## src/rtl/moving_sum_multi.sv

```systemverilog
// moving_sum_multi: per-channel sliding-window sum over the last N accepted samples, N runtime-programmable.
// Optional output saturation is enabled by defining MSUM_SAT_EN; otherwise the output wraps.
module moving_sum_multi #(
    parameter int NCH       = 3,
    parameter int WL_IN     = 20,
    parameter int WL_OUT    = 24,
    parameter int LMAX      = 32,
    parameter int L_DEFAULT = 16,
    parameter int WLW       = $clog2(LMAX + 1)
) (
    input  logic                    clk,
    input  logic                    rst,
    input  logic                    cfg_load,
    input  logic [WLW-1:0]          win_len,
    input  logic                    in_valid,
    input  logic [NCH*WL_IN-1:0]    data_in,
    output logic                    out_valid,
    output logic [NCH*WL_OUT-1:0]   sum_out,
    output logic                    win_full,
    output logic [WLW-1:0]          cur_len,
    output logic [NCH-1:0]          sat_flag
);

    localparam int ACCW = WL_IN + $clog2(LMAX);
    localparam int PW   = $clog2(LMAX);
    localparam logic [WLW-1:0] LMAX_W = WLW'(LMAX);
    localparam logic [WLW-1:0] LDEF_W = WLW'(L_DEFAULT);
    localparam logic [WLW-1:0] ONE_W  = WLW'(1);
`ifdef MSUM_SAT_EN
    localparam int EW = ((ACCW > WL_OUT) ? ACCW : WL_OUT) + 1;
    localparam logic [WL_OUT-1:0] SAT_MAX = {1'b0, {(WL_OUT-1){1'b1}}};
    localparam logic [WL_OUT-1:0] SAT_MIN = {1'b1, {(WL_OUT-1){1'b0}}};
`endif

    typedef enum logic {
        S_FILL,
        S_RUN
    } state_t;

    state_t                 state_q, state_d;
    logic [WLW-1:0]         ptr_q, ptr_d;
    logic [WLW-1:0]         cnt_q, cnt_d;
    logic [WLW-1:0]         len_q, len_d;
    logic signed [ACCW-1:0] acc_q [NCH];
    logic signed [ACCW-1:0] acc_d [NCH];
    logic                   out_valid_q, out_valid_d;
    logic                   win_full_q, win_full_d;
    logic [NCH*WL_OUT-1:0]  sum_q, sum_d;
    logic [NCH-1:0]         sat_q, sat_d;

    logic [WL_IN-1:0]       ram_q [NCH][LMAX];
    logic                   ram_we;
    logic [PW-1:0]          wr_addr;

    logic [WLW-1:0]         len_clamp, len_eff, ptr_base, cnt_base, cnt_inc;
    logic                   run_eff;
    logic signed [ACCW-1:0] x_ext   [NCH];
    logic signed [ACCW-1:0] old_ext [NCH];
    logic signed [ACCW-1:0] acc_base;
`ifdef MSUM_SAT_EN
    logic [EW-1:0]          acc_ext;
`endif

    // Sign-extended new samples and the pre-write ring entries they replace.
    always_comb begin
        for (int k = 0; k < NCH; k++) begin
            x_ext[k]   = ACCW'($signed(data_in[k*WL_IN +: WL_IN]));
            old_ext[k] = ACCW'($signed(ram_q[k][ptr_q[PW-1:0]]));
        end
    end

    always_comb begin
        if (win_len == '0) begin
            len_clamp = ONE_W;
        end else if (win_len > LMAX_W) begin
            len_clamp = LMAX_W;
        end else begin
            len_clamp = win_len;
        end
    end

    // A cfg_load restarts the window; a sample arriving with it is evaluated against the fresh state.
    always_comb begin
        state_d     = state_q;
        ptr_d       = ptr_q;
        cnt_d       = cnt_q;
        len_d       = len_q;
        out_valid_d = 1'b0;
        win_full_d  = win_full_q;
        sum_d       = sum_q;
        sat_d       = sat_q;
        ram_we      = 1'b0;
        acc_base    = '0;
        for (int k = 0; k < NCH; k++) begin
            acc_d[k] = acc_q[k];
        end
`ifdef MSUM_SAT_EN
        acc_ext = '0;
`endif

        len_eff  = cfg_load ? len_clamp : len_q;
        ptr_base = cfg_load ? '0 : ptr_q;
        cnt_base = cfg_load ? '0 : cnt_q;
        cnt_inc  = cnt_base + ONE_W;
        run_eff  = !cfg_load && (state_q == S_RUN);
        wr_addr  = ptr_base[PW-1:0];

        if (cfg_load) begin
            len_d   = len_clamp;
            ptr_d   = '0;
            cnt_d   = '0;
            state_d = S_FILL;
            for (int k = 0; k < NCH; k++) begin
                acc_d[k] = '0;
            end
        end

        if (in_valid && !rst) begin
            ram_we      = 1'b1;
            out_valid_d = 1'b1;
            ptr_d       = (ptr_base == len_eff - ONE_W) ? '0 : ptr_base + ONE_W;
            if (!run_eff) begin
                cnt_d = cnt_inc;
                if (cnt_inc == len_eff) begin
                    state_d = S_RUN;
                end
            end
            win_full_d = run_eff || (cnt_inc == len_eff);
            for (int k = 0; k < NCH; k++) begin
                acc_base = cfg_load ? '0 : acc_q[k];
                acc_d[k] = run_eff ? (acc_base + x_ext[k] - old_ext[k]) : (acc_base + x_ext[k]);
`ifdef MSUM_SAT_EN
                acc_ext = EW'(acc_d[k]);
                if ((&acc_ext[EW-1:WL_OUT-1]) || (~|acc_ext[EW-1:WL_OUT-1])) begin
                    sum_d[k*WL_OUT +: WL_OUT] = acc_ext[WL_OUT-1:0];
                    sat_d[k] = 1'b0;
                end else begin
                    sum_d[k*WL_OUT +: WL_OUT] = acc_ext[EW-1] ? SAT_MIN : SAT_MAX;
                    sat_d[k] = 1'b1;
                end
`else
                sum_d[k*WL_OUT +: WL_OUT] = WL_OUT'(acc_d[k]);
                sat_d[k] = 1'b0;
`endif
            end
        end
    end

    always_ff @(posedge clk) begin
        if (rst) begin
            state_q     <= S_FILL;
            ptr_q       <= '0;
            cnt_q       <= '0;
            len_q       <= LDEF_W;
            out_valid_q <= 1'b0;
            win_full_q  <= 1'b0;
            sum_q       <= '0;
            sat_q       <= '0;
            for (int k = 0; k < NCH; k++) begin
                acc_q[k] <= '0;
            end
        end else begin
            state_q     <= state_d;
            ptr_q       <= ptr_d;
            cnt_q       <= cnt_d;
            len_q       <= len_d;
            out_valid_q <= out_valid_d;
            win_full_q  <= win_full_d;
            sum_q       <= sum_d;
            sat_q       <= sat_d;
            for (int k = 0; k < NCH; k++) begin
                acc_q[k] <= acc_d[k];
            end
        end
    end

    // Ring storage carries no reset; stale contents are always overwritten during FILL before being read.
    always_ff @(posedge clk) begin
        if (ram_we) begin
            for (int k = 0; k < NCH; k++) begin
                ram_q[k][wr_addr] <= data_in[k*WL_IN +: WL_IN];
            end
        end
    end

    assign out_valid = out_valid_q;
    assign sum_out   = sum_q;
    assign win_full  = win_full_q;
    assign cur_len   = len_q;
    assign sat_flag  = sat_q;

endmodule

```

## config.mk

```make
export PLATFORM = sky130hd
export DESIGN_NAME = moving_sum_multi
export DESIGN_NICKNAME = d
export VERILOG_FILES = /design/src/rtl/moving_sum_multi.sv
export SDC_FILE = /design/constraint.sdc
export NUM_CORES = 2
export LEC_CHECK = 0
export ABC_AREA = 1
export CORE_MARGIN = 3
export CORE_UTILIZATION = 49
export CTS_BUF_LIST = sky130_fd_sc_hd__clkbuf_2 sky130_fd_sc_hd__clkbuf_4 sky130_fd_sc_hd__clkbuf_8
export DETAILED_ROUTE_END_ITERATION = 16
export DONT_BUFFER_PORTS = 1
export PLACE_DENSITY = 0.6
export SLEW_MARGIN = 25
export SYNTH_ARGS = -nofsm -noshare
export SYNTH_HDL_FRONTEND = slang
export SYNTH_SLANG_ARGS = --single-unit
```

## constraint.sdc

```tcl
create_clock -name clk -period 5.9 [get_ports clk]
set_input_delay 0.59 -clock clk [delete_from_list [all_inputs] [get_ports clk]]
set_output_delay 0.59 -clock clk [all_outputs]
set_load 0.005 [all_outputs]
```

==> summary.txt <==
Sequential share of the synthesized area: 0.678
Port bufs: 0
Vias post-DR: 64,400
Core Rows: 156
Initial Utilization: 0.495
Pre-CTS setup slack: 0.997 ns
Die H: 434 µm
Final Power: 31.7 mW
First-pass GRT wire length: 423,000 µm
Filler cells: 15,600
Hold WC Path Type: primary input to register
Post-synth EDFFs: 1,920
Final ANT Viol Nets: 0
CP Class: register to register
Crit. End Element: register
Maximum vdd drop: 0.238 mV
Routability cong.: 0.948
Cell mode on critical path: nand3_1
Max-Cap Viols: 0
Worst Skew: 0.0770 ns
Antenna violations before repair: 24
Detailed Routing Iterations Pass 1: 6
Final period util: 0.846
Sink Count: 2,085
Nets: 8,398
Average wire per standard cell: 27.3 µm
Final setup viols: 0
Num CTS Buffers: 358
Tmin final: 4.99 ns
Worst path max stage delay: 0.61 ns
Max-slew violations: 0
Reg2Reg Depth: 19
Status: complete, no violations
Vias per cell: 5.94
CTS tree: yes
Mean Syn Cell Area: 11.2 µm²
Overall routed net length: 296,000 µm
Distinct cells, synth: 61
Highest clock rate: 200 MHz
Die Wd: 434 µm
Hold violation count in the final report: 0
Post-CTS Setup Bufs: 0
Hold_sp: data_in[46]
Clock root cell: clkbuf_8
Unrepaired setup endpoints after global routing: false
Post-Place Cells: 10,100
Setup WS post-layout: 0.910 ns
CTS H-Tree Depth: 5
Placeable core area: 182,000 µm²
Yosys Warn Count: 0
Die Area: 189,000 µm²
GRT Total Usage: 0.309
Area grow syn2layout: 11.6%
Storage element area: 61,000 µm²
Synthesis-stage register bit count: 2,085
Hold depth: 1
Worst path slowest cell: dfxtp_4
Initial DRC count: 7,506
Worst-case clock buffer depth: 4
Worst-margin pin slew: 1.17 ns
Clk pin slew, worst setup/hold paths: 0.06 ns
Gr ovfl total: 0
CP startpoint kind: register
Non-Filler Instances: 10,800
Prevailing post-synth register cell: edfxtp_1
Worst skew pair latency: 1.06 ns
Placed Area: 92,700 µm²
Vias in the first global route: 61,200
Pwr per Cell Area: 316 nW/µm²
Worst-path cell chain: buf_4, buf_4, o21ai_0, o221ai_1, nand3_1, o211ai_1, o21ai_1, ha_1, nand2_1, nor2_1, nor2_1, o21ai_0, nand3_1, nand3_1, nand3_1, nand3_1, nand2_1, o21ai_1, nand2_1
Final routed DRC violation total: 0
Critical Path Start: ptr_q[0]
Async SR Flop Fraction: 0
Design area: 100,000 µm²
IO Pins: 153
Setup TNS: 0 ns
Cells after Synth: 8,047
Lkg Pwr: 36.2 nW
Share of layout cells above drive strength 1: 0.101
Slew headroom: 0.220
Synth Cell Area: 89,900 µm²
Post-DP HPWL: 161,000 µm
Multi-input gate area: 25,600 µm²
Largest net degree at the start of global routing: 157
Reg-to-Reg Start: ptr_q[0]
CP arrival: 5.90 ns
Critical Path Fanout Max: 65
Req. time, crit path: 6.81 ns
[flip-flops by register name, indices dropped and copies added (netlist names)]
signal and cells:
acc_q 72, out_valid 1, sum_out 72, ram_q 1920, win_full 1, cur_len 6
state_q 1, cnt_q 6, ptr_q 6
[synth_stat cells, types with 3 or more instances]
master,instances,area share
inv_2,12,0.00050
and2_1,4,0.00028
nor4_1,5,0.00035
o211ai_1,64,0.0053
a21oi_1,225,0.013
dfxtp_1,165,0.037
ha_1,132,0.018
clkbuf_1,239,0.010
o221ai_1,161,0.016
a21o_1,10,0.00083
buf_2,127,0.0071
clkinv_1,5,0.00021
a31oi_1,11,0.00077
edfxtp_1,1920,0.64
buf_1,18,0.00075
buf_4,46,0.0038
a22oi_1,4,0.00033
nor2_1,989,0.041
a211oi_1,4,0.00033
a21oi_2,3,0.00029
o311ai_0,5,0.00049
nor3_1,21,0.0012
o21ai_0,833,0.046
o31ai_1,20,0.0017
nand4_1,40,0.0028
buf_6,26,0.0033
a21boi_0,3,0.00025
xor2_1,43,0.0042
xnor2_1,30,0.0029
or2_2,9,0.00063
nand3_2,3,0.00033
fa_1,6,0.0013
nand3b_1,23,0.0019
o21a_1,5,0.00042
nand2_2,20,0.0014
o22ai_1,157,0.011
o21bai_1,7,0.00058
inv_1,341,0.014
nand2_1,1557,0.065
nand3_1,685,0.038
or2_1,3,0.00021
o21ai_1,43,0.0024
[repair_timing]
item	in CTS	in global routing
gates resized for setup	0	0
hold buffers	86	1
endpoints found under the hold margin	2026	13
[path summary, 6_finish.rpt]
kind,to,slack [ns]
worst max-delay path,acc_q[0][20],0.91
worst min-delay path,ram_q[0][1746],0.03
worst max register to register,acc_q[0][20],0.91
worst min register to register,acc_q[0][0],0.46
[through the flow]
| stage | hold WS (ns) | util |
|---|---|---|
| floorplan | 0.445 | - |
| global placement | 0.447 | 0.510 |
| detailed placement | 0.450 | 0.510 |
| CTS | 0.000401 | 0.553 |
| global route | -0.000917 | 0.553 |
| finish | 0.0347 | 0.553 |
[area by class of cell]
class,instances,area share
multi-input combinational,5146,0.255
clock inverter,116,0.00771
tap,2370,0.0296
antenna,30,0.000748
clock buffer,491,0.0596
inverter,359,0.0139
timing repair buffer,240,0.0259
sequential,2085,0.608
[cells in the final DEF, fill, tap and decap left out, drive strengths merged, types with 132 or more instances in the layout]
master and instances:
dfxtp 165, nand3 688, inv 354, edfxtp 1920
nand2 1577, o221ai 161, buf 211, a21oi 228
o21ai 878, ha 132, nor2 991, o22ai 157
clkbuf 491
[power by group]
part	switching [mW]	internal (mW)	total, mW
logic	1.88	0.779	2.66
clock network	5.74	6.95	12.7
registers	0.102	16.2	16.3
total	7.72	24.0	31.7
[per-layer routing]
metal,wire length (µm),global-route usage,vias to the layer above
met5,67,0,-
met4,14600,0.145,10
met3,23500,0.0543,573
met2,139000,0.495,2998
met1,119000,0.413,31700
li1,-,-,29100
[critical path: cells and delay by family, from the launching register on]
kind / cells / cell delay (ns)
simple gates: 10 / 1.29
compound gates: 6 / 1.50
buf+inv: 2 / 0.93
fa+ha+maj: 1 / 0.47
flops: 1 / 0.61
[cells by family after synthesis]
group | count (synthesis) | share of synthesized area
other cells | 1 | 0.0000417
flops | 2085 | 0.678
fa+ha+maj | 138 | 0.0197
buf+inv | 818 | 0.0405
compound gates | 1566 | 0.100
simple gates | 3366 | 0.154
xor+xnor | 73 | 0.00711
(Power assumes the default switching activity.)
